==> src/rtl/mod12_seq_pkg.sv <==
// mod12_seq_pkg: opcodes, sequencer states and direction encodings for mod12_seq_ctrl
package mod12_seq_pkg;
  localparam logic [2:0] OP_NOP     = 3'd0;
  localparam logic [2:0] OP_RUN     = 3'd1;
  localparam logic [2:0] OP_STOP    = 3'd2;
  localparam logic [2:0] OP_STEP    = 3'd3;
  localparam logic [2:0] OP_LOAD    = 3'd4;
  localparam logic [2:0] OP_SET_DIR = 3'd5;
  localparam logic [2:0] OP_CLEAR   = 3'd6;
  localparam logic [2:0] OP_RSVD    = 3'd7;
  typedef enum logic [1:0] {STOPPED, RUNNING, STEPPING} state_e;
  localparam logic DIR_UP   = 1'b1;
  localparam logic DIR_DOWN = 1'b0;
endpackage

==> src/rtl/mod12_tick_prescaler.sv <==
// mod12_tick_prescaler: counts 0..TICK_DIV-1 while enabled and flags the terminal count
module mod12_tick_prescaler #(
  parameter int TICK_DIV = 4000000
) (
  input  logic clk,
  input  logic reset,
  input  logic clear,
  input  logic enable,
  output logic tick
);
  localparam int W = $clog2(TICK_DIV);
  localparam logic [W-1:0] LAST = W'(TICK_DIV - 1);
  logic [W-1:0] cnt_q, cnt_d;
  assign tick = enable && cnt_q == LAST;
  always_comb cnt_d = (clear || tick) ? '0 : enable ? cnt_q + 1'b1 : cnt_q;
  always_ff @(posedge clk or posedge reset)
    if (reset) cnt_q <= '0;
    else cnt_q <= cnt_d;
endmodule

==> src/rtl/mod12_seq_ctrl.sv <==
// mod12_seq_ctrl: run/stop/step sequencer owning the mod-MOD count, its prescaler and direction.
// MOD12_SEQ_ONESHOT_EN: when defined, a wrapping advance while running also stops the sequencer.
module mod12_seq_ctrl import mod12_seq_pkg::*; #(
  parameter int TICK_DIV = 4000000,
  parameter int MOD      = 12
) (
  input  logic       clk,
  input  logic       reset,
  input  logic       cmd_valid,
  output logic       cmd_ready,
  input  logic [2:0] cmd_op,
  input  logic [3:0] cmd_data,
  output logic [3:0] count,
  output logic       carry,
  output logic       running,
  output logic       cmd_err,
  output logic       tick
);
`ifdef MOD12_SEQ_ONESHOT_EN
  localparam bit ONESHOT = 1'b1;
`else
  localparam bit ONESHOT = 1'b0;
`endif
  localparam logic [3:0] TOP = 4'(MOD - 1);
  state_e state_q, state_d;
  logic [3:0] count_q, count_d, nxt;
  logic dir_q, dir_d, carry_q, carry_d, err_q, err_d;
  logic acc, adv, wrap, pclr;
  mod12_tick_prescaler #(.TICK_DIV(TICK_DIV)) u_presc (
    .clk(clk), .reset(reset), .clear(pclr || state_d == STOPPED),
    .enable(state_q != STOPPED), .tick(tick)
  );
  assign cmd_ready = state_q != STEPPING;
  assign running   = state_q == RUNNING;
  assign count     = count_q;
  assign carry     = carry_q;
  assign cmd_err   = err_q;
  assign acc  = cmd_valid && cmd_ready;
  assign wrap = dir_q ? count_q == TOP : count_q == 4'd0;
  assign nxt  = wrap ? (dir_q ? 4'd0 : TOP) : (dir_q ? count_q + 4'd1 : count_q - 4'd1);
  // Any accepted command except NOP and SET_DIR takes this edge instead of the advance
  assign adv  = tick && !(acc && cmd_op != OP_NOP && cmd_op != OP_SET_DIR);
  always_comb begin
    state_d = state_q;
    count_d = count_q;
    dir_d   = dir_q;
    carry_d = 1'b0;
    err_d   = 1'b0;
    pclr    = 1'b0;
    if (adv) begin
      count_d = nxt;
      carry_d = wrap;
      if (state_q == STEPPING || (ONESHOT && wrap)) state_d = STOPPED;
    end
    if (acc)
      case (cmd_op)
        OP_RUN:     if (state_q == STOPPED) begin state_d = RUNNING; pclr = 1'b1; end
        OP_STOP:    state_d = STOPPED;
        OP_STEP:    begin state_d = STEPPING; pclr = 1'b1; end
        OP_LOAD:    begin count_d = cmd_data <= TOP ? cmd_data : 4'd0; err_d = cmd_data > TOP; end
        OP_SET_DIR: dir_d = cmd_data[0];
        OP_CLEAR:   count_d = 4'd0;
        OP_RSVD:    err_d = 1'b1;
        default:    ;
      endcase
  end
  always_ff @(posedge clk or posedge reset)
    if (reset) begin
      state_q <= STOPPED;
      count_q <= 4'd0;
      dir_q   <= DIR_UP;
      carry_q <= 1'b0;
      err_q   <= 1'b0;
    end else begin
      state_q <= state_d;
      count_q <= count_d;
      dir_q   <= dir_d;
      carry_q <= carry_d;
      err_q   <= err_d;
    end
endmodule

==> config.mk <==
export PLATFORM = sky130hd
export DESIGN_NAME = mod12_seq_ctrl
export DESIGN_NICKNAME = d
export VERILOG_FILES = /design/src/rtl/mod12_seq_pkg.sv /design/src/rtl/mod12_tick_prescaler.sv /design/src/rtl/mod12_seq_ctrl.sv
export SDC_FILE = /design/constraint.sdc
export NUM_CORES = 1
export LEC_CHECK = 0
export BUFFER_PORTS_ARGS = -buffer_cell sky130_fd_sc_hd__buf_2
export CORE_MARGIN = 1
export CORE_UTILIZATION = 53
export CTS_CLUSTER_SIZE = 20
export DETAILED_ROUTE_END_ITERATION = 8
export GPL_TIMING_DRIVEN = 0
export MAX_ROUTING_LAYER = met4
export PLACE_DENSITY_LB_ADDON = 0.15
export SLEW_MARGIN = 20
export SYNTH_ARGS = -nofsm -noshare
export SYNTH_HDL_FRONTEND = slang
export SYNTH_HIERARCHICAL = 1
export SYNTH_SLANG_ARGS = --single-unit
==> constraint.sdc <==
create_clock -name clk -period 3.4 [get_ports clk]
set_input_delay 0.17 -clock clk [delete_from_list [all_inputs] [get_ports clk]]
set_output_delay 0.17 -clock clk [all_outputs]
set_load 0.02 [all_outputs]
After elaboration in Yosys (flattened, before gate mapping)

Index checks and enable logic that the tools add are counted.
W data, S select, Z words.

Add/sub/neg operators: 3
Order comparisons: 2
Eq/ne operators: 13
Mux-type cells: 21
Reduce and logical (&&, ||, !) cells: 15

Operators with widths:

| operator                | number |
|---|---|
| $mux W22                | 2 |
| $mux W4                 | 6 |
| $add A22 B1 Y22 const B | 1 |
| $eq A22 B22 Y1 const B  | 1 |
| $eq A3 B3 Y1 const B    | 4 |
| $mux W2                 | 4 |
| $pmux W4 S2             | 1 |
| $eq A3 B2 Y1 const B    | 2 |
| $pmux W2 S3             | 1 |
| $logic_and A1 B1 Y1     | 5 |
| $mux W1                 | 5 |
| $add A4 B1 Y4 const B   | 1 |
| $eq A4 B4 Y1 const B    | 1 |
| $gt A4 B4 Y1 const B    | 1 |
| $le A4 B4 Y1 const B    | 1 |
| $logic_not A2 Y1        | 2 |
| $logic_not A4 Y1        | 1 |
| $pmux W1 S2             | 2 |
| $reduce_bool A2 Y1      | 2 |
| $sub A4 B1 Y4 const B   | 1 |
| $eq A3 B1 Y1 const B    | 1 |
| $ne A3 B3 Y1 const B    | 1 |
| $reduce_bool A3 Y1      | 1 |
| $eq A2 B1 Y1 const B    | 1 |
| 5 further kinds         | 6 |

Register bits: 31
Input bits: 10
Output and inout port bits: 9
Logic and storage cells: 60

Logic depth before layout (Yosys ltp)

Gate-level depths: netlist (run 1).

Depth after elaboration: 14
Mapped depth: 10
Mapped depth without buffers: 8

Cells and area by module

Netlist (run 1), hierarchy kept.

Modules (own cells, without submodules):

| module               | times used | cells an instance | area each (um^2) | sequential area each (um^2) |
|---|---|---|---|---|
| mod12_tick_prescaler | 1          | 121               | 1162.4           | 550.5 |
| mod12_seq_ctrl       | 1          | 68                | 659.4            | 226.5 |

Least setup slack after synthesis (run 1)

OpenSTA, ideal clock, no wires.

Kind: reg2reg
From: reg state_q[0]
To: reg u_presc.cnt_q[10]
Library setup time: 0.132 ns
Arrival: 2.308 ns
Path slack: 0.960 ns
Cell stages (with the launch flop): 11
Path buffers: 2
Clock period less this slack: 2.440 ns
Cells stage by stage: dfrtp_1 > or2_2 > and4_1 > clkbuf_1 > nand2_1 > nor2_1 > nor2_1 > a21oi_1 > o21bai_1 > clkbuf_1 > nor2_1

Elaborated cells on any way between the ends: 23
Classes of those cells: 2 x eq/ne; 9 x mux; 12 x reduce/logical

RTL lines:

| element                                        | RTL line                   | source |
|---|---|---|
| start, declared                                | mod12_seq_ctrl.sv:25       | `state_e state_q, state_d;` |
| start signal, assigned                         | mod12_seq_ctrl.sv:75       | `state_q <= state_d;` |
| $reduce_bool A2 Y1 (*)                         | mod12_seq_ctrl.sv:31       | `.enable(state_q != STOPPED), .tick(tick)` |
| $logic_and A1 B1 Y1 (*)                        | mod12_tick_prescaler.sv:14 | `assign tick = enable && cnt_q == LAST;` |
| via tick                                       | mod12_seq_ctrl.sv:17       | `output logic tick` |
| $logic_and A1 B1 Y1                            | mod12_seq_ctrl.sv:42       | `assign adv = tick && !(acc && cmd_op != OP_NOP && cmd_op != OP_SET_DIR);` |
| $mux W2                                        | mod12_seq_ctrl.sv:50       | `if (adv) begin` |
| $mux W2                                        | mod12_seq_ctrl.sv:57       | `OP_RUN: if (state_q == STOPPED) begin state_d = RUNNING; pclr = 1'b1; end` |
| $pmux W2 S3                                    | mod12_seq_ctrl.sv:56       | `case (cmd_op)` |
| $mux W2                                        | mod12_seq_ctrl.sv:55       | `if (acc)` |
| $logic_not A2 Y1                               | mod12_seq_ctrl.sv:30       | `.clk(clk), .reset(reset), .clear(pclr \|\| state_d == STOPPED),` |
| $logic_or A1 B1 Y1                             | mod12_seq_ctrl.sv:30       |  |
| $logic_or A1 B1 Y1 (*)                         | mod12_tick_prescaler.sv:15 | `always_comb cnt_d = (clear \|\| tick) ? '0 : enable ? cnt_q + 1'b1 : cnt_q;` |
| $mux W22 or $reduce_bool A2 Y1 (tied branches) | --                         |  |
| end signal, assigned                           | mod12_tick_prescaler.sv:18 | `else cnt_q <= cnt_d;` |
| end, declared                                  | mod12_tick_prescaler.sv:13 | `logic [W-1:0] cnt_q, cnt_d;` |

Mark *: on every way through the listed nets, which the timed path passes. The rest lies on a longest branch.
A chain may end at the register's enable or synchronous reset.

Worst setup path after layout (run 1)

From: reg u_presc.cnt_q[3]
To: reg u_presc.cnt_q[5]

Word-level cells in the longest chain between the ends: 11
Elaborated cells on any way between the ends: 14
Classes of those cells: 1 x add/sub; 1 x eq/ne; 6 x mux; 6 x reduce/logical

RTL lines:

| element                                        | RTL line |
|---|---|
| $eq A22 B22 Y1                                 | mod12_tick_prescaler.sv:14 |
| $logic_and A1 B1 Y1                            | mod12_tick_prescaler.sv:14 |
| $logic_and A1 B1 Y1                            | mod12_seq_ctrl.sv:42 |
| $mux W2                                        | mod12_seq_ctrl.sv:50 |
| $mux W2                                        | mod12_seq_ctrl.sv:57 |
| $pmux W2 S3                                    | mod12_seq_ctrl.sv:56 |
| $mux W2                                        | mod12_seq_ctrl.sv:55 |
| $logic_not A2 Y1                               | mod12_seq_ctrl.sv:30 |
| $logic_or A1 B1 Y1                             | mod12_seq_ctrl.sv:30 |
| $logic_or A1 B1 Y1                             | mod12_tick_prescaler.sv:15 |
| $mux W22 or $reduce_bool A2 Y1 (tied branches) | -- |

Parallel ways exist; a longest one is shown, timed or not. The select of a mux whose other input is x is not followed.

==> results_dict.tcl, run 1 <==
set metrics [dict create \
    busiest_layer "met2" \
    crit_type "reg2reg" \
    hold_violations 0 \
    htreeDepth 2 \
    yosysWarnings 6 \
    dieArea_mm2 0.00368 \
    syn_nets 203 \
    track_usage_pct 26.0 \
    synth_edf_count 0 \
    path_clk_slew_ps 100 \
    hold_buffers 1 \
    gp_congestion 0.872 \
    drcViolationCount 0 \
    ys_seq_area_share_pct 42.7 \
    syn_to_final_growth_pct 12.5 \
    rsz0062_at_grt "false" \
    min_from "cmd_data[0]" \
    endpoint_kind "flop" \
    synthFlopType "dfrtp_1" \
    setup_tns_ps 0 \
    drive_gt1_share_pct 19.9 \
    startpoint "u_presc/cnt_q[3]$_DFFE_PP0P_" \
    hold_depth 2 \
    die_w_um 60.6 \
    fin_area_mm2 0.00205 \
    relSlewSlack_pct 44.7 \
    overflow 0 \
    syn_area_per_cell_um2 9.64 \
    crit_fanout 10 \
    io_buffers 18 \
    required_ps 3600 \
    die_y_um 60.6 \
    grt_antenna_before_repair 0 \
    powerDensity_mw_per_mm2 445 \
    min_period_over_period_pct 83.3 \
    finalMaxSlewViolations 0 \
    root_buffer "clkbuf_4" \
    hold_class "in2reg" \
    grt_max_degree 23 \
    min_period_ps 2830 \
    ys_async_sr_fraction_pct 100 \
    routed_wl_um 3940 \
    r2r_cells 10 \
    synthesis.instances 189 \
    cts_buffers 5 \
    grt_pass1_vias 1486 \
    diodes 0 \
    vias 1519 \
    worst_hold_slack_ps 72.0 \
    nNetsFinal 229 \
    grt_use_met2_pct 40.7 \
    clk-insertion-delay-late_ps 330 \
    dpl_worst_slack_ps 632 \
    post_cts_buffers 0 \
    p_leak_nw 0.937 \
    start_util_pct 57.8 \
    dp_hpwl_um 2870 \
    grt_use_met3_pct 7.46 \
    peakVddDrop_v 0.000237 \
    fin_worst_skew_ps 13.1 \
    drtIter0Drc 84 \
    synth_cell_types 53 \
    clockBufferDepth 2 \
    ys_ff_latch 31 \
    vias_per_cell 5.84 \
    grt_use_met1_pct 32.3 \
    r2r-start "u_presc/cnt_q[3]$_DFFE_PP0P_" \
    wl_per_cell_um 15.2 \
    crit_arrival_ps 3040 \
    tightestPinTransition_ps 829 \
    grt_pass1_wl_um 6750 \
    setup_ws_ps 567 \
    dr.pass1.iters 4 \
    cts_resized 0 \
    ant_nets 0 \
    cts_tree "done" \
    setup_viol 0 \
    max_freq_mhz 353 \
    maxCapViolations 0 \
    rows 20 \
    place_area_mm2 0.00197 \
    start_kind "flop" \
    syn-cell-area_mm2 0.00182 \
    core_area_mm2 0.00315 \
    clock-sinks 31 \
    status "completed" \
    top_level_ports 19 \
]
## state kept, by name, indices dropped and copies added, names as in the netlist
name and cells:
carry 1, dir_q 1, u_presc/cnt_q 22, count 4, state_q 2, cmd_err 1
## critical path: stages (launching register included)
cell and delay (ps):
dfrtp_1 340, clkbuf_1 310, and4_1 260, clkbuf_1 310, nand2_1 160, nor2_1 370, nor2_1 90, a21oi_1 130
o21bai_1 220, clkbuf_1 410, nor2_1 110
## metal layers
metal	up-vias	part of all wire, %
met5	-	0
met4	0	1.2
met3	6	4.6
met2	36	49
met1	734	46
li1	743	-
## power breakdown
part	total, W	switching [W]	leakage (nW)	internal (W)
clock	0.000251	0.000130	0.0375	0.000121
combinational	0.000195	0.000114	0.490	0.0000812
sequential	0.000466	0.0000514	0.409	0.000415
total	0.000912	0.000295	0.937	0.000617
## final timing paths
path                                            endpoint  slack (ps)
max reg2reg                 u_presc/cnt_q[5]$_DFFE_PP0P_         570
max                         u_presc/cnt_q[5]$_DFFE_PP0P_         570
min                                    dir_q$_DFFE_PP1P_          70
max in group asynchronous  u_presc/cnt_q[11]$_DFFE_PP0P_        2310
min in group asynchronous           state_q[0]$_DFF_PP0_         380
min reg2reg                 u_presc/cnt_q[1]$_DFFE_PP0P_         560
## cell usage in the layout, fill, tap and decap left out, types with 7 or more instances in the layout
| master | n |
|---|---|
| a21oi_1 | 9 |
| buf_2 | 18 |
| dfrtp_1 | 30 |
| nand2_1 | 11 |
| nand3_1 | 7 |
| nand4_1 | 10 |
| nor2_1 | 22 |
| xnor2_1 | 8 |
| xor2_1 | 12 |
## synth_stat cells, types with 5 or more instances
library cell  number  area share [%]
clkbuf_1           5             1.0
xnor2_1            8             3.8
inv_1              5             1.0
xor2_1            12             5.8
dfrtp_1           30              41
a21oi_1            9             2.5
nor2_1            22             4.5
o31ai_1            5             2.1
nand4_1           10             3.4
nand2_1           11             2.3
nand3_1            7             1.9
or4_1              5             2.1
## metrics by stage
stage          total power (W)  instances  utilization (%)
2_1_floorplan         0.000610        189                -
3_3_place_gp          0.000653        251             62.4
3_5_place_dp          0.000668        251             62.4
4_1_cts               0.000922        260             65.0
5_1_grt               0.000980        260             65.0
6_report              0.000912        260             65.0
## cell type report
cell class	count	area, um^2
well taps	44	55.1
clock buffers	7	65.1
plain buffers	7	27.5
repair buffers	19	100
multi-input cells	145	995
flip-flops and latches	31	777
fillers	277	1100
clock inverters	1	7.51
inverters	6	22.5
## kinds of logic after synthesis
family	count (synthesis)	share of synthesized area, %
buf+inv	13	2.75
compound gates	29	10.9
flops	31	42.7
simple gates	88	28.6
fa+ha+maj	4	3.16
mux	4	2.27
xor+xnor	20	9.62
Power figures use the tool's default switching activity.
==> run 2: changes to the inputs <==
CORE_UTILIZATION = 52   (was 53)
clock period = 2.44 ns   (was 3.4 ns; I/O delays follow)
==> run 2 against run 1 <==
  * Register-to-register slack got worse by 390 ps
  * Sequential power rose by 44%
  * First-iteration DRC count increased by 25%
  * Clock skew shrank 9.9 ps
  * Non-clock buffer count fell by 2
  * Combinational power up 26%
  * Via count up 0.26%
  * Critical endpoint is now u_presc/cnt_q[19]$_DFFE_PP0P_
  * Clock-buffer cell count up 1
==> results_dict.tcl, run 2 (synthesis gave the netlist of run 1 again) <==
set metrics [dict create \
    status "completed" \
    grt_antenna_before_repair 0 \
    clockBufferDepth 2 \
    hold_violations 0 \
    nNetsFinal 227 \
    drtIter0Drc 105 \
    largest_reg_flops 22 \
    maxCapViolations 0 \
    hold_class "in2reg" \
    clk-insertion-delay-late_ps 320 \
    max_freq_mhz 443 \
    r2r-end "u_presc/cnt_q[19]$_DFFE_PP0P_" \
    dp_hpwl_um 2750 \
    setup_tns_ps 0 \
    drive_gt1_share_pct 21.5 \
    setup_viol 0 \
    endpoint_kind "flop" \
    fin_worst_skew_ps 3.19 \
    fin_total_pwr_w 0.00125 \
    crit_end "u_presc/cnt_q[19]$_DFFE_PP0P_" \
    grt_pass1_vias 1437 \
    track_usage_pct 24.5 \
    relSlewSlack_pct 43.8 \
    required_ps 2650 \
    grt_max_degree 23 \
    top_level_ports 19 \
    core_area_mm2 0.00334 \
    powerDensity_mw_per_mm2 610 \
    post_cts_buffers 0 \
    r2r_cells 9 \
    root_buffer "clkbuf_4" \
    crit_fanout 10 \
    cts_buffers 5 \
    start_kind "flop" \
    grt_pass1_wl_um 6490 \
    instances_no_fill 260 \
    tightestPinTransition_ps 841 \
    drcViolationCount 0 \
    regMostFlops "u_presc/cnt_q" \
    wl_per_cell_um 14.4 \
    routed_wl_um 3750 \
    finalMaxSlewViolations 0 \
    dp.cells 253 \
    overflow 0 \
    syn_to_final_growth_pct 12.8 \
    vias_per_cell 5.86 \
    num-fill-cells 313 \
    htreeDepth 2 \
    gp_congestion 0.814 \
    rsz0062_at_grt "false" \
    dieArea_mm2 0.00374 \
    startpoint "state_q[0]$_DFF_PP0_" \
    ant_nets 0 \
    worst_hold_slack_ps 32.4 \
    io_buffers 18 \
    rows 21 \
    min_period_ps 2260 \
    peakVddDrop_v 0.000293 \
    r2r-start "state_q[0]$_DFF_PP0_" \
    final_core_util_pct 61.6 \
    vias 1523 \
    crit_arrival_ps 2470 \
    crit_type "reg2reg" \
    diodes 0 \
    layout_commonest_cell "dfrtp_1" \
    path_clk_slew_ps 90 \
    reg2reg_slack_ps 180 \
    start_util_pct 54.6 \
    p_leak_nw 0.944 \
    die_y_um 61.2 \
    die_w_um 61.2 \
    dr.pass1.iters 4 \
    min_period_over_period_pct 92.6 \
    layout_common_cells "dfrtp_1 (30), nor2_1 (21), buf_2 (19)" \
    clock-sinks 31 \
    cts_tree "done" \
]
run 2: power by group:
part | internal, W | leakage (nW) | switching, W
clock | 0.000169 | 0.0386 | 0.000168
combinational | 0.000109 | 0.496 | 0.000137
sequential | 0.000578 | 0.409 | 0.0000912
run 2: through the flow:
stage	area (um^2)	setup slack [ps]
finish	2050	181
global route	2050	22.1
CTS	2050	11.1
detailed placement	1970	-284
global placement	1970	-213
floorplan	1820	155
run 2: what timing repair did:
item | 4_1_cts | 5_1_grt
hold buffers | 1 | 0
hold endpoints to repair | 30 | 0
setup endpoints to repair | 20 | 20
gates cloned | 0 | 0
gates resized for setup | 2 | 5
pin swaps | 0 | 0
run 2: critical path, stage by stage, from the launching register on:
cell and delay (ps):
dfrtp_1 460, or2_2 220, and4_2 350, nand2_1 160, nor2_4 210, nor2_1 70, a21oi_1 100, o21bai_1 210
clkbuf_4 300, a21oi_1 60
run 2: cell type report:
class                      instances  area [um^2]  share of cell area [%]
buffer                             5         25.0                    1.22
clock buffer                       8         68.8                    3.35
inverter                           6         22.5                    1.10
multi-input combinational        145         1000                    48.8
sequential                        31          777                    37.8
tap                               46         57.6                    2.80
timing repair buffer              19          100                    4.87
run 2: how the worst min path moves through the flow:
stage,from,endpoint,depth (start not counted)
after floorplan,reset,carry$_DFF_PP0_,1
final,cmd_data[0],dir_q$_DFFE_PP1P_,2
after detailed placement,reset,carry$_DFF_PP0_,2
after CTS,cmd_data[0],dir_q$_DFFE_PP1P_,2
after global routing,cmd_data[0],dir_q$_DFFE_PP1P_,2
after global placement,reset,carry$_DFF_PP0_,2
run 2: per-layer routing:
layer  track usage [%]  share of wire, %  vias to the layer above
li1                  -                 -                      737
met1              31.5                46                      728
met2              38.0                47                       53
met3              3.99               5.7                        5
met4              10.7               1.4                        0
met5                 -                 0                        -
